===== config.mk =====
export PLATFORM = sky130hd
export DESIGN_NAME = pc_imem_fetch_flat
export DESIGN_NICKNAME = d
export VERILOG_FILES = /design/src/rtl/pc_imem_fetch_if.sv /design/src/rtl/pc_imem_fetch.sv /design/src/flat_wrapper.sv
export SDC_FILE = /design/constraint.sdc
export NUM_CORES = 1
export LEC_CHECK = 0
export ABC_AREA = 1
export CORE_ASPECT_RATIO = 0.6
export CORE_MARGIN = 2
export CORE_UTILIZATION = 45
export CTS_CLUSTER_DIAMETER = 50
export CTS_CLUSTER_SIZE = 30
export DETAILED_ROUTE_END_ITERATION = 8
export PLACE_DENSITY = 0.83
export SLEW_MARGIN = 10
export SYNTH_ARGS = -nofsm -noshare
export SYNTH_HDL_FRONTEND = slang
export SYNTH_SLANG_ARGS = --single-unit

===== constraint.sdc =====
create_clock -name clk -period 3.3 [get_ports clk]
set_input_delay 0.825 -clock clk [delete_from_list [all_inputs] [get_ports clk]]
set_output_delay 0.825 -clock clk [all_outputs]
set_load 0.01 [all_outputs]

===== src/rtl/pc_imem_fetch_if.sv =====
// ============================================================================
// Module   : pc_imem_fetch_if
// Purpose  : Next-PC / instruction bus between fetch stage and datapath.
// Revision : 1.0
// ============================================================================
`default_nettype none

interface pc_imem_fetch_if;
  logic [31:0] PC_INPUT;
  logic [31:0] instruction_OUTPUT;

  modport master (output PC_INPUT, input instruction_OUTPUT);
  modport slave  (input PC_INPUT, output instruction_OUTPUT);
endinterface

`default_nettype wire


===== src/rtl/pc_imem_fetch.sv =====
// ============================================================================
// Module   : pc_imem_fetch
// Purpose  : PC register feeding a word-addressed combinational instruction ROM.
// Revision : 1.0
// ============================================================================
`default_nettype none

module pc_imem_fetch #(
  parameter int DEPTH = 64
) (
  input  wire logic         clk,
  input  wire logic         reset,
  pc_imem_fetch_if.slave    bus
);

  localparam logic [31:0] c_DEPTH = 32'(DEPTH);

  logic [31:0] r_pc;
  logic [31:0] w_instr;

  always_ff @(posedge clk or posedge reset) begin
    if (reset) begin
      r_pc <= 32'd0;
    end else begin
      r_pc <= bus.PC_INPUT;
    end
  end

  // Addresses at or beyond DEPTH read as nop; there is no wrap-around.
  always_comb begin
    w_instr = 32'h0000_0000;
    if (r_pc < c_DEPTH) begin
      case (r_pc)
        32'd0:   w_instr = 32'h0022_1820;
        32'd1:   w_instr = 32'h2109_000A;
        32'd2:   w_instr = 32'h0085_3022;
        32'd3:   w_instr = 32'h0022_3824;
        32'd4:   w_instr = 32'h0022_4025;
        32'd5:   w_instr = 32'h0022_502A;
        32'd6:   w_instr = 32'h8C0B_0004;
        32'd7:   w_instr = 32'hAC0B_0008;
        32'd8:   w_instr = 32'h1022_0002;
        32'd9:   w_instr = 32'h302C_00FF;
        32'd10:  w_instr = 32'h342D_0F0F;
        32'd11:  w_instr = 32'h282E_0005;
        default: w_instr = 32'h0000_0000;
      endcase
    end
  end

  assign bus.instruction_OUTPUT = w_instr;

endmodule

`default_nettype wire


===== src/flat_wrapper.sv =====
// flat-port wrapper written by rule: the top's interface ports become plain ports
module pc_imem_fetch_flat 
#(
  parameter int DEPTH = 64
)
  (clk, reset, bus_PC_INPUT, bus_instruction_OUTPUT);
  pc_imem_fetch_if bus_i ();
  input  wire logic clk;
  input  wire logic reset;
  input wire logic [$bits(bus_i.PC_INPUT)-1:0] bus_PC_INPUT;
  output wire logic [$bits(bus_i.instruction_OUTPUT)-1:0] bus_instruction_OUTPUT;
  assign bus_i.PC_INPUT = bus_PC_INPUT;
  assign bus_instruction_OUTPUT = bus_i.instruction_OUTPUT;
  pc_imem_fetch #(.DEPTH(DEPTH)) u_core (.clk(clk), .reset(reset), .bus(bus_i));
endmodule

# ---- After elaboration in Yosys (flattened, before gate mapping)
# Memory sizes are Yosys's and may differ from the RTL's.
# Cells that the tools add are included.
# Widths: inputs -> output; s select.
dict set report word_totals {
  wordCells 6
  output_inout_bits 32
  inputBits 34
  regBits 32
  romBits 432
  memories 1
}
dict set report op_classes {
  reduce_logical 1
  mux 2
  order_cmp 1
}
# memory words width read_ports rd_clocked_by_memory_dff wr line_no
set mem_list {}
lappend mem_list {{(no name shown)} 16 27 1 0 0 pc_imem_fetch.sv:33} ;# case (r_pc)
# cell count
set op_table {}
lappend op_table {{$mux 32} 2}
lappend op_table {{$lt 32x7->1 const B} 1}
lappend op_table {{$logic_not 28->1} 1}

# ---- Depth between registers and ports, before layout
# Gate-level depths: netlist (run 1).
dict set report depth {
  word_depth 3
  depth_mapped 7
  mapped_depth_nobuf 7
}

# ---- Worst setup path after synthesis (run 1)
# Ideal clock, no wire load.
dict set report synth_timing {
  kind {flip-flop to output port}
  startpoint {register u_core.r_pc[1]}
  endpoint {output bus_instruction_OUTPUT[6]}
  t_arrival_ns 1.437
  path_buffers 1
  path_slack_ns 1.038
  stages_incl_launch_ff 8
  cell_sequence {dfrtp_1 -> inv_1 -> ha_1 -> nand2_1 -> nor2_1 -> inv_1 -> nor3_2 -> buf_4}
}
dict set report synth_via {
  elab_chain_len 3
}
# item line_no
set synth_lines {}
lappend synth_lines {{start, declared} pc_imem_fetch.sv:18} ;# logic [31:0] r_pc;
lappend synth_lines {{start signal, assigned} pc_imem_fetch.sv:25} ;# r_pc <= bus.PC_INPUT;
lappend synth_lines {{parallel branches: the longest is 2 deep, another holds $lt 32x7->1} n/a}
lappend synth_lines {{$mux 32 *} pc_imem_fetch.sv:32} ;# if (r_pc < c_DEPTH) begin
lappend synth_lines {{end, declared} flat_wrapper.sv:11} ;# output wire logic [$bits(bus_i.instruction_OUTPUT)-1:0] bus_instruction_OUTPUT;
# Mark *: on every way between the ends.

# ---- Final worst setup path (run 1)
dict set report layout_timing {
  startpoint {register u_core.r_pc[1]}
  endpoint {output bus_instruction_OUTPUT[11]}
}
# Same word-level chain as after synthesis.

==> results.yml, run 1 <==
run_status:
  status: "finished clean"
yosys:
  postSynthAreaPerCell_um2: 9.71
  netlist_top_cells_area: "dfrtp_1 (49%), nor3_2 (12%), nand2_1 (9.0%)"
  synth_top_cell_area_share_pct: 49.4
  yosysSeqAreaShare_pct: 49.4
  synth_area_um2: 1620
  ys_seq_elements: 32
  synth_cell_types: 19
  synth_top_area_cell: "dfrtp_1"
  ys_warn_count: 0
  syn_inst: 167
global_routing:
  antenna_found_initial: 0
  grt_pass1_wl_um: 5330
  grt_max_degree: 24
  grt-ovfl-total: 0
  grt_pass1_vias: 1207
  track_usage_pct: 17.6
timing:
  period_needed_ns: 3.11
  fmax_mhz: 321
  finalCritPeriodShare_pct: 94.4
  worst_pin_slew_ns: 0.608
  finalSetupTns_ns: 0
  drv_slew: 0
  rsz0062_at_grt: "no"
  slew_headroom_pct: 59.3
  hold_viol: 0
  final-setup-viol-count: 0
  timing.hold.ws_ns: 0.917
layout:
  antennaDiodeCount: 0
  final_cell_mix: "clkdlybuf4s50_1 (60), nand2_1 (39), dfrtp_1 (32)"
  layout.nets: 264
  reg_top3: "u_core.r_pc: 32 flops"
  final_common_cell: "clkdlybuf4s50_1"
  fillers: 270
  layout-drive-gt1-share_pct: 15.2
  area_growth_pct: 39.7
  final_area_um2: 2270
  largest_reg_flops: 32
  regMostFlops: "u_core.r_pc"
setup_path:
  critPathSlowestCell: "clkdlybuf4s50_1"
  crit_chain: "inv_1 > ha_1 > o21ai_0 > nand2_1 > nor3_2 > clkdlybuf4s50_1"
  cp.required_ns: 2.47
  end_kind: "primary output"
  arrival_ns: 2.29
  worst_setup_path_start_kind: "register"
  crit_fanout: 7
  critPathMaxStageDelay_ns: 0.56
  path_class: "reg2out"
clocking:
  cts_max_path_buffers: 2
  tritoncts: "yes"
  cts_resized: 0
  clk_pin_slew_ns: 0.06
  cts_setup_buffers: 0
  cts.htree.levels: 2
  numClockSinks: 32
  ctsHoldBuffers: 0
  cts_buffers: 5
  root_buffer: "clkbuf_8"
detailed_routing:
  vias: 1245
  dr.pass1.iters: 4
  routedWlPerCell_um: 12.0
  viasPerCell: 4.63
  drcViolationCount: 0
  drt_iter0_markers: 67
  wl_um: 3230
  ant_nets: 0
run:
  maxCapViolCount: 0
power:
  ir_worst_vdd_mv: 0.390
  power_leakage_nw: 0.923
  swShare_pct: 21.6
  power_mw: 0.874
  clockPowerShare_pct: 40.5
  seqPwrFrac_pct: 48.5
  comb_power_share_pct: 10.9
  power_density_nw_per_um2: 386
  intPower_mw: 0.685
  switchingPower_mw: 0.189
floorplan:
  dieArea_um2: 4120
  coreArea_um2: 3340
  die_y_um: 50.5
  io_pins: 66
  placementRows: 16
  dieWidth_um: 81.5
  start_util_pct: 48.5
placement:
  place_congestion: 0.929
  dpl.hpwl_um: 2550
  placed_cell_area_um2: 2160
  numPortBuffers: 60
min_path:
  worstHoldPathType: "in2async"
-- per-stage QoR --
| step | setup WS (ns) | std cells | util, % |
|---|---|---|---|
| 6_report | 0.185 | 269 | 67.8 |
| 5_1_grt | 0.00104 | 269 | 67.8 |
| 4_1_cts | 0.202 | 269 | 67.8 |
| 3_5_place_dp | 0.517 | 261 | 64.6 |
| 3_3_place_gp | 0.550 | 261 | 64.6 |
| 2_1_floorplan | 1.04 | 171 | - |
-- routing by layer --
layer / wire [um] / vias to the layer above / track usage [%]
met5: 0 / - / 0
met4: 36 / 0 / 5.37
met3: 366 / 6 / 7.91
met2: 1300 / 66 / 24.2
met1: 1530 / 550 / 24.6
li1: - / 623 / -
-- synth_stat cells --
library cell and count:
and2_1 1, buf_4 11, buf_6 6, conb_1 1, dfrtp_1 32, ha_1 7, inv_1 7, inv_2 2
nand2_1 39, nand2_2 1, nand3_1 7, nor2_1 23, nor2_2 1, nor3_1 3, nor3_2 20, o211ai_1 1
o21ai_0 3, o21ai_1 1, o21ai_4 1
-- power by group through the flow --
| stage | Combinational [mW] | Clock [mW] | Sequential (mW) |
|---|---|---|---|
| floorplan | 0.0587 | 0 | 0.425 |
| finish | 0.0955 | 0.354 | 0.424 |
| detailed placement | 0.0955 | 0 | 0.431 |
| global route | 0.108 | 0.385 | 0.426 |
| global placement | 0.0944 | 0 | 0.430 |
| CTS | 0.0961 | 0.367 | 0.424 |
-- critical path, delay by kind of cell, from the launching register on --
kind | cells | cell delay [ns]
compound gates | 1 | 0.22
fa+ha+maj | 1 | 0.31
buf+inv | 2 | 0.72
flops | 1 | 0.47
simple gates | 2 | 0.30
-- layout make-up --
type	instances	area [um^2]	area share, %
Sequential cell	32	801	35.3
Multi-Input combinational cell	113	652	28.8
Timing Repair Buffer	62	616	27.2
Clock buffer	6	72.6	3.20
Tap cell	45	56.3	2.48
Clock inverter	2	35.0	1.55
Inverter	9	33.8	1.49
-- path summary, 6_finish.rpt --
kind | slack [ns] | startpoint | cells past startpoint | endpoint
setup / recovery | 0.19 | u_core.r_pc[1] | 6 | bus_instruction_OUTPUT[11]
hold / removal | 0.92 | reset | 2 | u_core.r_pc[13]
max in group asynchronous | 1.76 | reset | 3 | u_core.r_pc[15]
min in group clk | 0.99 | bus_PC_INPUT[23] | 1 | u_core.r_pc[23]
-- cell families after synthesis --
kind of cell,synth area share [%]
AOI/OAI and AO/OA,2.70
adders and majority gates,5.40
buffers and inverters,11.3
DFF,49.4
other,0.231
and+or+nand+nor,30.9
(Power assumes the default switching activity.)
==> run 2: changes to the inputs <==
- HOLD_SLACK_MARGIN: not set -> 0.02
==> results of run 2 <==
No change in the layout: final DEF, timing and power equal those of run 1.
==> run 3: changes to the inputs <==
- ABC_AREA: 1 -> not set
- CORE_UTILIZATION: 45 -> 44
- PLACE_DENSITY: 0.83 -> 0.84
==> run 3 against run 2 <==
Core utilization down 0.15 points. Sequential cell count stayed put. Worst hold slack improved by 0.0037 ns. Non-clock buffer count rose by 2. Fmax decreased by 2.5%. Synthesized cell count shrank 24%. Critical path type unchanged. Critical endpoint is now bus_instruction_OUTPUT[21]. Largest cell class unchanged.
==> results.yml, run 3 <==
clocking:
  cts_max_path_buffers: 2
  cts_setup_buffers: 0
  tritoncts: "yes"
  cts.htree.levels: 2
  cts_buffers: 5
  clk_pin_slew_ns: 0.06
  root_buffer: "clkbuf_8"
  ctsHoldBuffers: 0
  numClockSinks: 32
yosys:
  synth_area_um2: 1480
  ys_warn_count: 0
  synth_top_cells_by_count: "dfrtp_1 (32), buf_4 (9), nand2_1 (9), nor3_1 (9), a211oi_1 (8)"
  async_reset_ff_share_pct: 100
  ys_seq_elements: 32
  yosysSeqAreaShare_pct: 54.1
  ys.flop_type: "dfrtp_1"
  synth_top_area_cell: "dfrtp_1"
  syn_inst: 127
  post-synth-top-count-cell: "dfrtp_1"
  postSynthAreaPerCell_um2: 11.6
  synth_edf_count: 0
  synth_top_cell_area_share_pct: 54.1
  synth_cell_types: 28
  netlist_top_cells_area: "dfrtp_1 (54%), ha_1 (5.9%), nor4_2 (5.9%)"
timing:
  final-setup-viol-count: 0
  drv_slew: 0
  slew_headroom_pct: 59.5
  finalCritPeriodShare_pct: 96.8
  timing.hold.ws_ns: 0.920
  period_needed_ns: 3.20
  fmax_mhz: 313
  hold_viol: 0
  setup_slack_ns: 0.104
  worst_pin_slew_ns: 0.607
floorplan:
  dieWidth_um: 78.8
  start_util_pct: 45.6
  coreArea_um2: 3240
  die_y_um: 48.9
  dieArea_um2: 3860
  placementRows: 16
  io_pins: 66
setup_path:
  worstSetupStartpoint: "u_core.r_pc[12]"
  crit_fanout: 18
  crit_end: "bus_instruction_OUTPUT[21]"
  path_class: "reg2out"
  cp.required_ns: 2.47
  worst_setup_path_start_kind: "register"
  arrival_ns: 2.37
  end_kind: "primary output"
power:
  power_leakage_nw: 0.881
  power_density_nw_per_um2: 377
  ir_worst_vdd_mv: 0.290
  intPower_mw: 0.647
  seqPwrFrac_pct: 51.8
  clockPowerShare_pct: 37.8
  swShare_pct: 21.7
  comb_power_share_pct: 10.5
  switchingPower_mw: 0.179
detailed_routing:
  drcViolationCount: 0
  drt_iter0_markers: 95
  viasPerCell: 5.00
  wl_um: 3460
  vias: 1154
  ant_nets: 0
  routedWlPerCell_um: 15.0
  dr.pass1.iters: 4
layout:
  regMostFlops: "u_core.r_pc"
  antennaDiodeCount: 0
  final_cell_mix: "clkdlybuf4s50_1 (57), dfrtp_1 (30), nand2_1 (9), nor3_1 (9)"
  layout.nets: 227
  fillers: 230
  layout-drive-gt1-share_pct: 14.0
  final_common_cell: "clkdlybuf4s50_1"
  final_area_um2: 2190
  largest_reg_flops: 32
  reg_top3: "u_core.r_pc: 32 flops"
  area_growth_pct: 48.3
run_status:
  status: "finished clean"
global_routing:
  grt_pass1_wl_um: 5810
  grt_pass1_vias: 1217
  grt_max_degree: 21
  grt-ovfl-total: 0
  antenna_found_initial: 0
  track_usage_pct: 20.1
placement:
  numPortBuffers: 60
  pre_cts_ws_ns: 0.283
  dpl.hpwl_um: 2700
  placed_cell_area_um2: 2070
  place_congestion: 0.902
run:
  maxCapViolCount: 0
min_path:
  worstHoldPathType: "in2async"
==> run 3: cell types whose count changed after synthesis, sizes merged, moves of 3 or more <==
| cell | before | now |
|---|---|---|
| inv | 9 | 6 |
| nor2 | 24 | 2 |
| nand3 | 7 | 2 |
| a2111oi | 0 | 3 |
| nor3 | 23 | 9 |
| nor2b | 0 | 6 |
| a211oi | 0 | 9 |
| nand2 | 40 | 9 |
| nor4 | 0 | 10 |
==> run 3: area by class of cell <==
cell class / count / area (um^2) / share of cell area, %
timing repair buffer: 64 / 634 / 28.9
sequential: 32 / 803 / 36.6
multi-input combinational: 77 / 581 / 26.5
tap: 45 / 56.3 / 2.57
clock buffer: 7 / 96.3 / 4.39
inverter: 6 / 22.5 / 1.03
==> run 3: cell families (layout without fill, tap and decap cells) <==
group | Yosys count | after routing | synth area share (%)
AOI/OAI and AO/OA | 20 | 20 | 10.2
adders and majority gates | 7 | 7 | 5.92
buffers and inverters | 22 | 77 | 8.71
DFF | 32 | 32 | 54.1
muxes | 2 | 2 | 1.35
other | 1 | 5 | 0.254
and+or+nand+nor | 43 | 43 | 19.4
==> run 3: per-stage QoR <==
step                      cells  setup TNS, ns  utilization (%)  total power, mW
after global routing        231        -0.0562             67.6            0.870
after global placement      224              0             64.0            0.515
after floorplan             131              0                -            0.472
after CTS                   231              0             66.9            0.831
final                       231              0             67.6            0.826
after detailed placement    224              0             64.0            0.520
==> run 3: routing by layer <==
layer / global-route usage, % / wire [um] / vias up
met4: 5.75 / 8 / 0
met2: 31.5 / 1690 / 50
met5: 0 / 0 / -
met1: 26.4 / 1520 / 554
li1: - / - / 548
met3: 7.41 / 237 / 2
==> run 3: worst min-delay path by stage <==
stage / to / slack, ns / depth (start not counted)
finish: u_core.r_pc[28] / 0.92 / 2
global route: u_core.r_pc[5] / 0.96 / 1
CTS: u_core.r_pc[28] / 0.93 / 2
detailed placement: u_core.r_pc[28] / 1.23 / 2
global placement: u_core.r_pc[11] / 1.21 / 2
floorplan: u_core.r_pc[0] / 0.86 / 0
==> run 3: critical path, stage by stage (launching register included) <==
cell             delay (ns)
dfrtp_1                0.38
nor4_2                 0.32
nand4_2                0.21
buf_4                  0.27
a211oi_1               0.32
clkdlybuf4s50_1        0.60
==> run 3: timing repair <==
action                                  4_1_cts  5_1_grt
pin swaps                                     0        2
endpoints found under the setup margin        1       22
resized for setup                             1        7
==> run 3: power groups by stage <==
stage	registers [mW]	logic [mW]	clock network, mW
2_1_floorplan	0.427	0.0447	0
3_3_place_gp	0.432	0.0827	0
3_5_place_dp	0.434	0.0856	0
4_1_cts	0.427	0.0862	0.318
5_1_grt	0.430	0.0956	0.344
6_report	0.428	0.0864	0.312
